===== src/rtl/fetch_unit.sv =====
// ---------------------------------------------------------------------------
// fetch_unit
//
// Instruction fetch stage sitting directly in front of a synchronous
// instruction memory. The PC is driven combinationally onto mem_addr; the
// memory returns the addressed word on the following clk negedge. On the next
// posedge the word is captured into a one-entry output register and offered
// to decode with its own PC.
//
// Ports
//   clk, rst         clock, asynchronous active-high reset
//   mem_addr         word address to memory (copy of pc)
//   mem_rdata        word read from memory at mem_addr
//   instr, instr_pc  captured instruction and the address it came from
//   instr_valid      instr/instr_pc hold a live instruction
//   instr_ready      decode can take the instruction this cycle
//   redirect         one-cycle pulse: flush output, load redirect_target
//   redirect_target  new PC on redirect
//   resume           one-cycle pulse: leave HALT
//   halted           1 while in HALT
//   fault            1 once the PC has left the populated range (sticky)
//   state_dbg        current FSM state encoding, for observation only
//
// Handshake: an instruction transfers to decode on a clk posedge where
// instr_valid and instr_ready are both 1. While instr_valid is 1 and
// instr_ready is 0, instr and instr_pc stay stable until accepted or flushed
// by a redirect. instr_valid never drops without an accept, a redirect or
// a reset.
// ---------------------------------------------------------------------------
module fetch_unit #(
  parameter int unsigned        ADDR_W     = 10,
  parameter int unsigned        DATA_W     = 32,
  parameter int unsigned        MEM_DEPTH  = 128,
  parameter logic [ADDR_W-1:0]  RESET_PC   = '0,
  parameter logic [5:0]         HLT_OPCODE = 6'b010010
) (
  input  logic              clk,
  input  logic              rst,
  output logic [ADDR_W-1:0] mem_addr,
  input  logic [DATA_W-1:0] mem_rdata,
  output logic [DATA_W-1:0] instr,
  output logic [ADDR_W-1:0] instr_pc,
  output logic              instr_valid,
  input  logic              instr_ready,
  input  logic              redirect,
  input  logic [ADDR_W-1:0] redirect_target,
  input  logic              resume,
  output logic              halted,
  output logic              fault,
  output logic [1:0]        state_dbg
);

  typedef enum logic [1:0] {
    ST_START = 2'd0,
    ST_FETCH = 2'd1,
    ST_HALT  = 2'd2,
    ST_FAULT = 2'd3
  } state_e;

  // One extra bit so a depth equal to 2^ADDR_W still compares correctly.
  localparam logic [ADDR_W:0] DEPTH_LIM = (ADDR_W+1)'(MEM_DEPTH);

  state_e              state_q, state_d;
  logic [ADDR_W-1:0]   pc_q, pc_d;
  logic [DATA_W-1:0]   instr_q, instr_d;
  logic [ADDR_W-1:0]   instr_pc_q, instr_pc_d;
  logic                valid_q, valid_d;
  logic                halted_q, halted_d;
  logic                fault_q, fault_d;

  logic                in_range;
  logic                accept;
  logic                slot_free;
  logic                is_hlt;

  assign in_range  = ({1'b0, pc_q} < DEPTH_LIM);
  assign accept    = valid_q & instr_ready;
  // The output slot can take a new word if it is empty or being drained now.
  assign slot_free = !valid_q | instr_ready;
  assign is_hlt    = (mem_rdata[DATA_W-1 -: 6] == HLT_OPCODE);

  always_comb begin
    state_d    = state_q;
    pc_d       = pc_q;
    instr_d    = instr_q;
    instr_pc_d = instr_pc_q;
    valid_d    = valid_q;

    unique case (state_q)
      ST_START: begin
        // Memory has not yet read pc; no capture possible this cycle.
        state_d = ST_FETCH;
        if (redirect) begin
          pc_d    = redirect_target;
          valid_d = 1'b0;
        end else if (accept) begin
          valid_d = 1'b0;
        end
      end

      ST_FETCH: begin
        if (redirect) begin
          pc_d    = redirect_target;
          valid_d = 1'b0;
        end else if (slot_free && in_range) begin
          instr_d    = mem_rdata;
          instr_pc_d = pc_q;
          valid_d    = 1'b1;
          pc_d       = pc_q + 1'b1;
          // The hlt word itself is still delivered; only later fetches stop.
          if (is_hlt) begin
            state_d = ST_HALT;
          end
        end else begin
          if (!in_range) begin
            state_d = ST_FAULT;
          end
          // A pending word drains normally even while blocked or faulting.
          if (accept) begin
            valid_d = 1'b0;
          end
        end
      end

      ST_HALT: begin
        if (redirect) begin
          pc_d    = redirect_target;
          valid_d = 1'b0;
          if (resume) begin
            state_d = ST_FETCH;
          end
        end else begin
          if (resume) begin
            state_d = ST_FETCH;
          end
          if (accept) begin
            valid_d = 1'b0;
          end
        end
      end

      ST_FAULT: begin
        // Terminal: redirect and resume are ignored until reset.
        if (accept) begin
          valid_d = 1'b0;
        end
      end

      default: begin
        state_d = ST_FAULT;
      end
    endcase

    halted_d = (state_d == ST_HALT);
    fault_d  = (state_d == ST_FAULT);
  end

  always_ff @(posedge clk or posedge rst) begin
    if (rst) begin
      state_q    <= ST_START;
      pc_q       <= RESET_PC;
      instr_q    <= '0;
      instr_pc_q <= '0;
      valid_q    <= 1'b0;
      halted_q   <= 1'b0;
      fault_q    <= 1'b0;
    end else begin
      state_q    <= state_d;
      pc_q       <= pc_d;
      instr_q    <= instr_d;
      instr_pc_q <= instr_pc_d;
      valid_q    <= valid_d;
      halted_q   <= halted_d;
      fault_q    <= fault_d;
    end
  end

  assign mem_addr    = pc_q;
  assign instr       = instr_q;
  assign instr_pc    = instr_pc_q;
  assign instr_valid = valid_q;
  assign halted      = halted_q;
  assign fault       = fault_q;
  assign state_dbg   = state_q;

endmodule


===== config.mk =====
export PLATFORM = sky130hd
export DESIGN_NAME = fetch_unit
export DESIGN_NICKNAME = d
export VERILOG_FILES = /design/src/rtl/fetch_unit.sv
export SDC_FILE = /design/constraint.sdc
export NUM_CORES = 1
export LEC_CHECK = 0
export CAP_MARGIN = 20
export CORE_MARGIN = 1.5
export CORE_UTILIZATION = 45
export CTS_CLUSTER_DIAMETER = 100
export DETAILED_ROUTE_END_ITERATION = 8
export HOLD_SLACK_MARGIN = 0.1
export PLACE_DENSITY = 0.84
export REMOVE_ABC_BUFFERS = 1
export SYNTH_ARGS = -nofsm -noshare
export SYNTH_HDL_FRONTEND = slang
export SYNTH_SLANG_ARGS = --single-unit

===== constraint.sdc =====
create_clock -name clk -period 4.5 [get_ports clk]
set_input_delay 1.125 -clock clk [delete_from_list [all_inputs] [get_ports clk]]
set_output_delay 1.125 -clock clk [all_outputs]
set_load 0.005 [all_outputs]

==> results.py <==
metrics = {
    "critical_path": {
        "worstSetupPathType": "input pin to register",
        "cpPeakStageDelay_ns": 0.67,
        "cp_max_fo": 43,
        "worstPathRequired_ns": 4.71,
        "crit_path_end_kind": "register",
        "timing.rr.start": "state_dbg[0]",
        "ff2ff_setup_slack_ns": 2.52,
        "critical-path-top-delay-family": "buffers and inverters",
        "setup.worst_path.start": "redirect",
        "slowest_stage": "clkdlybuf4s50_1",
        "crit_chain": "clkdlybuf4s50_1, and2b_1, nand4_2, buf_4, mux2_2",
        "crit_buf_inv": 2,
        "critPathLaunchType": "input pin",
        "cp.arrival_ns": 3.22,
    },
    "sta": {
        "hold_violations": 0,
        "post-route-period-util_pct": 66.7,
        "grt_setup_unrepaired": "no",
        "fmax_mhz": 333,
        "min_period_ns": 3.00,
        "fin_tns_setup_ns": 0,
        "setup_ws_ns": 1.50,
        "whs_ns": 0.492,
        "fin_skew_ns": 0.00611,
        "drv_slew": 0,
        "setup_viol": 0,
        "worst_pin_slew_ns": 0.742,
        "slew_headroom_pct": 50.4,
    },
    "global_route": {
        "antenna_found_initial": 0,
        "grt_pass1_wl_microns": 9430,
        "grt_pass1_vias": 1858,
        "grt_util_all_layers_pct": 21.2,
        "grt_max_degree": 44,
        "overflow": 0,
    },
    "synth": {
        "synthMuxAreaShare_pct": 18.5,
        "synth_compound_area_share_pct": 9.00,
        "synth_top_family_by_area": "multiplexers",
        "ys_ff_latch": 57,
        "ys_seq_area_share_pct": 58.6,
        "syn_area_per_cell_sq_um": 13.1,
        "synth.distinct_cells": 39,
        "syn_inst": 186,
        "yosysWarnings": 0,
        "synthXorXnorAreaFrac_pct": 0,
        "synth_fa_ha_area_share_pct": 0.514,
        "synth-simple-area-share_pct": 10.5,
        "synthesis.area_sq_um": 2430,
    },
    "placed_design": {
        "hpwl_microns": 4040,
        "dp_cells": 353,
        "gp_congestion": 0.821,
        "portBuffers": 103,
        "dpl_worst_slack_ns": 1.13,
    },
    "clocking": {
        "cts_resized": 0,
        "hold_buffers": 0,
        "clkTransAtPathRegs_ns": 0.07,
        "clock_latency_ns": 0.33,
        "cts_tree": "yes",
        "cts_buffers": 9,
        "cts_root_buf": "clkbuf_8",
        "cts_max_level": 3,
        "cts_sinks": 57,
        "post_cts_buffers": 0,
        "cts_buffer_depth": 2,
    },
    "route": {
        "firstDrtPassIters": 4,
        "viasPerCell": 5.17,
        "totalWireLength_microns": 5640,
        "num_vias": 1907,
        "ant_nets": 0,
        "wire_per_inst_microns": 15.3,
        "drtIter0Drc": 107,
        "drc": 0,
    },
    "floorplan": {
        "io_pins": 104,
        "start_util_pct": 47.0,
        "die_height_microns": 76.5,
        "dieArea_sq_um": 5860,
        "num_rows": 26,
        "core_area_sq_um": 5170,
        "die_x_microns": 76.5,
    },
    "layout": {
        "instances_no_fill": 369,
        "final_common_cell": "clkdlybuf4s50_1",
        "most-common-layout-cells": "103 x clkdlybuf4s50_1, 57 x dfrtp_1, 40 x mux2_2",
        "syn2layout_area_growth_pct": 55.0,
        "diodes": 0,
        "finalNetCount": 342,
        "drive_gt1_share_pct": 21.4,
    },
    "status": {
        "status": "finished clean",
    },
    "worst_hold_path": {
        "worstHoldStart": "instr_pc[9]",
        "min_path_type": "register to register",
    },
    "power_and_ir_drop": {
        "powerDensity_nw_per_um2": 318,
        "p_leak_nw": 1.70,
        "max-vdd-ir-drop_uv": 256,
        "power_w": 0.00120,
    },
    "flow_run": {
        "drv_cap": 0,
    },
}
## layer usage
metal	up-vias	global-route usage (%)	routed length, microns
met4	0	12.8	164
met1	914	28.0	2560
met5	-	0	0
met3	14	5.15	294
met2	85	31.7	2620
li1	894	-	-
## cells in the mapped netlist
library cell  instances  share of area, %
dfrtp_1              57                59
mux2_2               40                19
inv_1                 8               1.2
nand2_1               8               1.2
nor2_1                7               1.1
a2bb2oi_1             6               2.2
o21ai_0               6               1.2
buf_2                 5               1.0
nor3_1                5               1.0
o22ai_1               5               1.3
nand3_1               4              0.82
and2_1                3              0.77
nand2b_1              3              0.77
a22oi_1               2              0.62
a31oi_1               2              0.51
nor2_2                2              0.51
a211oi_1              1              0.31
a21oi_1               1              0.21
a31oi_4               1              0.87
a32o_1                1              0.41
and2b_1               1              0.31
and3_1                1              0.26
and4_1                1              0.36
buf_1                 1              0.15
buf_4                 1              0.31
clkbuf_1              1              0.15
ha_1                  1              0.51
nand4_2               1              0.51
nor2b_1               1              0.26
nor3_4                1              0.67
nor3b_1               1              0.31
nor4_1                1              0.26
nor4b_2               1              0.62
o211ai_1              1              0.31
o22a_1                1              0.36
o32ai_1               1              0.36
o41ai_1               1              0.36
or4_1                 1              0.31
or4b_1                1              0.41
## cell families after synthesis
group / after synthesis
AOI/OAI and AO/OA: 29
adders and majority gates: 1
buffers and inverters: 16
DFF: 57
muxes: 40
and+or+nand+nor: 43
## state kept, by name, summed over array words and instances, names as in the netlist
signal / count
instr_valid: 1
fault: 1
halted: 1
instr: 32
mem_addr: 10
instr_pc: 10
state_dbg: 2
## power breakdown
| part | switching, W | leakage [nW] | internal [W] | total (W) |
|---|---|---|---|---|
| logic | 0.0000336 | 0.815 | 0.0000553 | 0.0000889 |
| registers | 0.00000888 | 0.762 | 0.000518 | 0.000527 |
| clock network | 0.000204 | 0.120 | 0.000382 | 0.000586 |
## path summary, 6_finish.rpt
path | depth (start not counted) | endpoint
max | 5 | instr[11]
min reg2reg | 1 | instr_pc[9]
max reg2reg | 4 | instr[11]
max in group asynchronous | 3 | instr[2]
min in group asynchronous | 2 | instr[25]
min | 1 | instr_pc[9]
## layout make-up
type                    instances  area [sq um]
well taps                      70          87.6
fillers                       358          1400
repair buffers                105          1050
clock buffers                  11           141
clock inverters                 5           103
flip-flops and latches         57          1430
multi-input cells             113           937
inverters                       8          30.0
## metrics by stage
step | util (%) | cell area (sq um)
5_1_grt | 72.9 | 3770
3_3_place_gp | 68.2 | 3530
2_1_floorplan | - | 2390
3_5_place_dp | 68.2 | 3530
4_1_cts | 72.9 | 3770
6_report | 72.9 | 3770
## worst reg2reg max path, delay by kind of cell, from the launching register on
family        cells  cell delay [ns]
simple gates      2             0.52
flops             1             0.47
buf+inv           1             0.45
mux               1             0.43
Power figures use the tool's default switching activity.
==> edit 1, RTL diff (same flow settings) <==
Set the parameter `MEM_DEPTH` to 96 (it was 128).
--- a/src/rtl/fetch_unit.sv
+++ b/src/rtl/fetch_unit.sv
@@ -30,7 +30,7 @@
 module fetch_unit #(
   parameter int unsigned        ADDR_W     = 10,
   parameter int unsigned        DATA_W     = 32,
-  parameter int unsigned        MEM_DEPTH  = 128,
+  parameter int unsigned        MEM_DEPTH  = 96,
   parameter logic [ADDR_W-1:0]  RESET_PC   = '0,
   parameter logic [5:0]         HLT_OPCODE = 6'b010010
 ) (
Function: changed (Yosys sat finds a counterexample within 4 cycles, from zero or initial values and one cycle with rst high).
==> edit 1 against the unedited design <==
  * Non-clock buffer count is the same
  * Utilization shrank 2.2 points
  * Setup slack lost 180 ps
  * Synthesized cell count shrank 3.2%
  * Routed wire length shrank 6.3%
  * Synthesized area shrank 1.3%
  * Die area shrank 1.3%
  * Sequential cell count is the same
  * Count of clock-buffer cells in the layout grew 1
  * Cell area shrank 3.6%
Power is not compared: it rests on default switching activity, and its combinational part moved more than twofold at a synthesized area within 25%.
==> edit 1: results (changes against the unedited design) <==
- Status: complete, no violations
- Top post-synthesis cells by area: dfrtp_1 59%, mux2_2 18%, o21ai_0 1.9%
- Avg Cell Area, Syn: 13.3 um2 (+2.0%)
- M2 GR Usage: 0.319 (+0.00195)
- Non-clk invs: 4 (-4)
- FILL cells: 417 (+16%)
- Routed WL per cell: 14.7 um (-4.0%)
- Number of vias per cell: 5.16 (about the same)
- Clk_buf instances: 12 (+1)
- DR iter-0 viols: 103 (-3.7%)
- Largest net degree at the start of global routing: 47 (+6.8%)
- Multiplexer area fraction after synthesis: 0.187 (+0.00199)
- Reg-to-Reg Start: mem_addr[6]
- Post-synth top cells: 57 x dfrtp_1, 39 x mux2_2, 11 x nand2_1
- Hold path startpoint: instr_pc[7]
- Die area: 0.00578 mm2 (-1.3%)
- Wl on met1: 2.23 mm (-13%)
- Setup Skew: 5.20 ps (-0.909 ps)
- Worst reg-to-reg setup slack: 2070 ps (-450 ps)
- Met1 Track Usage GR: 0.259 (-0.0214)
- Sequential area share after synthesis: 0.594 (+0.00794)
- R2R depth: 3 (-1)
- Worst setup endpoint: instr[5]
- Global-route wire length before repair: 9.32 mm (-1.1%)
- Setup WS pre-CTS: 972 ps (-162 ps)
- Yosys cell types: 32 (-18%)
- Final WS setup: 1320 ps (-176 ps)
- Area after DPL: 0.00347 mm2 (-1.7%)
- Share of cells above drive strength 1: 0.193 (-0.0209)
- Gr usage total: 0.204 (-0.00823)
- Multi-input gate count: 111 (-1.8%)
- GP Congestion: 0.775 (-5.6%)
- Compound-Gate Fraction of Synth Area: 0.0886 (-0.00139)
- Detailed-routed wire length on met2: 2.57 mm (-2.0%)
- Post-Synth Adder-Cell Area: 0.00521 (+0.0000697)
- Worst reg2reg path endpoint: instr[5]
- Fraction of area in registers: 0.392 (+0.0141)
- Hold-critical path endpoint: instr_pc[7]
- NonClk Buf Share: 0.291 (+0.0138)
- Area of the multi-input gates: 898 um2 (-4.1%)
-- edit 1: cell count changes in the layout (fill, tap and decap cells not counted), moves of 3 or more --
cell	change
inv_1	-4
o21ai_0	+3
nand2_1	+3
o22ai_1	-3
nor2b_1	+4
a21oi_1	+5
bufinv_16	-3
a2bb2oi_1	-6
nor2_1	-5
nand4_1	+3
-- edit 1: power groups by stage --
stage          sequential, uW  combinational (uW)  clock, uW
5_1_grt                   637                 256        409
3_3_place_gp              631                 228          0
3_5_place_dp              635                 233          0
4_1_cts                   627                 234        386
2_1_floorplan             629                67.8          0
6_report                  626                 233        376
-- edit 1: through the flow --
stage / power (uW) / utilization / hold WS (ps)
floorplan: 697 / - / 478
finish: 1230 / 0.707 / 489
global placement: 859 / 0.674 / 468
detailed placement: 868 / 0.674 / 472
CTS: 1250 / 0.704 / 492
global route: 1300 / 0.707 / 511
-- edit 1: worst max-delay path: stages --
cell and delay, ps:
clkdlybuf4s50_1 510, nor2b_1 480, nand4_4 700, mux2_2 530
==> edit 2, RTL diff (config.mk and constraints unchanged) <==
Made on the original files. The output `fault` loses its register stage (`fault_q` becomes a continuous assignment).
--- a/src/rtl/fetch_unit.sv
+++ b/src/rtl/fetch_unit.sv
@@ -163,7 +163,6 @@
       instr_pc_q <= '0;
       valid_q    <= 1'b0;
       halted_q   <= 1'b0;
-      fault_q    <= 1'b0;
     end else begin
       state_q    <= state_d;
       pc_q       <= pc_d;
@@ -171,9 +170,10 @@
       instr_pc_q <= instr_pc_d;
       valid_q    <= valid_d;
       halted_q   <= halted_d;
-      fault_q    <= fault_d;
     end
   end
+
+  assign fault_q = fault_d;
 
   assign mem_addr    = pc_q;
   assign instr       = instr_q;
Function: changed (Yosys sat finds a counterexample within 4 cycles, from zero or initial values and one cycle with rst high).
==> edit 2 against the unedited design <==
  * Routed wire length down 4.5%
  * Sequential share of layout area is 1.1 points higher
  * Synthesized cell count is 0.54% lower
  * Sequential cell count decreased by 1
  * Setup slack lost 620 ps
  * Synthesized area shrank 1.0%
  * Utilization fell by 2.8 points
  * Power decreased by 27%
  * Cell area decreased by 4.4%
  * Via count is 2.1% lower
==> edit 2: results (changes against the unedited design) <==
- # H-tree levels: 2 (-1)
- Register area: 0.00140 mm2 (-1.8%)
- Wl on met1: 2.45 mm (-4.4%)
- DPL Wire Length: 3.99 mm (-1.4%)
- Met1 Track Usage GR: 0.268 (-0.0125)
- Pint: 674 uW (-29%)
- Hold path startpoint: instr_pc[6]
- Detailed-routed wire length on met2: 2.60 mm (-0.53%)
- Skew-Pair Late Insertion Delay: 300 ps (-30 ps)
- NonClk Buf Share: 0.294 (+0.0164)
- Met3 Wirelength: 284 um (-3.4%)
- Post-synth top cells: 56 x dfrtp_1, 40 x mux2_2, 8 x inv_1, 8 x nand2_1, 7 x nor2_1
- Worst hold path type: reg2reg
- Sequential area share after synthesis: 0.582 (-0.00430)
- M2 GR Usage: 0.314 (-0.00255)
- Post-Synth Adder-Cell Area: 0.00519 (+0.0000534)
- FILL cells: 398 (+11%)
- Worst-path fanout max: 8 (-81%)
- Hold depth: 2 (+1)
- Gr usage total: 0.193 (-0.0197)
- Hold-critical path endpoint: instr_pc[6]
- Worst reg2reg path endpoint: instr[31]
- VDD IR max: 0.000141 V (-45%)
- Clk tree area frac: 0.0247 (-0.0400)
- Final nets: 337 (-1.5%)
- FF+latch count, synth: 56 (-1.8%)
- Multiplexer area fraction after synthesis: 0.187 (+0.00192)
- Worst reg-to-reg setup slack: 2150 ps (-370 ps)
- DR iter-0 viols: 54 (-50%)
- Share of cells above drive strength 1: 0.193 (-0.0209)
- Non-clk invs: 8 (unchanged)
- Crit-path max cell delay: 550 ps (-120 ps)
- Worst-Margin Slew: 757 ps (+14.7 ps)
- Clk_buf instances: 6 (-5)
- Global-route wire length before repair: 9.07 mm (-3.7%)
- LEAKAGE: 0.00162 uW (-4.7%)
- Combinational share of power: 0.101 (+0.027)
- Setup Skew: 6.11 ps (+0.00335 ps)
- Largest net degree at the start of global routing: 38 (-14%)
- Routed WL per cell: 15.0 um (-2.1%)
- Post-synthesis xor/xnor area fraction: 0 (unchanged)
- Status: complete, no violations
- GP Congestion: 0.787 (-4.2%)
- Top post-synthesis cells by area: dfrtp_1 58%, mux2_2 19%, a2bb2oi_1 2.2%
- Compound-Gate Fraction of Synth Area: 0.0909 (+0.000935)
- CTS buffer count: 5 (-4)
- Global-route track usage on met3: 0.0323 (-0.0192)
- CP arrival: 2500 ps (-720 ps)
- Sequential share of power: 0.591 (+0.153)
- Switching share of power: 0.229 (+0.0242)
- Area after DPL: 0.00351 mm2 (-0.35%)
- Via count: 1,867 (-2.1%)
- Synth warnings: 0 (unchanged)
- Clock Pin Slew Worst Setup and Hold Paths: 100 ps (+30 ps)
edit 2: cell types whose count changed after synthesis:
cell     unedited run  this run
dfrtp_1            57        56
edit 2: worst max-delay path, delay by kind of cell:
| family | cells | cell delay (ps) |
|---|---|---|
| buf+inv | 2 | 1060 |
| simple gates | 3 | 310 |
edit 2: through the flow:
stage	hold slack [ps]	instances	utilization	worst slack [ps]
floorplan	473	177	-	1550
global placement	467	352	0.684	914
detailed placement	471	352	0.684	868
CTS	494	360	0.701	869
global route	517	360	0.701	757
finish	486	360	0.701	875
edit 2: worst max-delay path by stage:
stage          depth (start not counted)   endpoint  slack, ps      from
2_1_floorplan                          3   instr[0]       1550  redirect
3_3_place_gp                           5  instr[31]        910  redirect
6_report                               5      fault        880  redirect
5_1_grt                                5      fault        760  redirect
3_5_place_dp                           5  instr[31]        870  redirect
4_1_cts                                5      fault        870  redirect
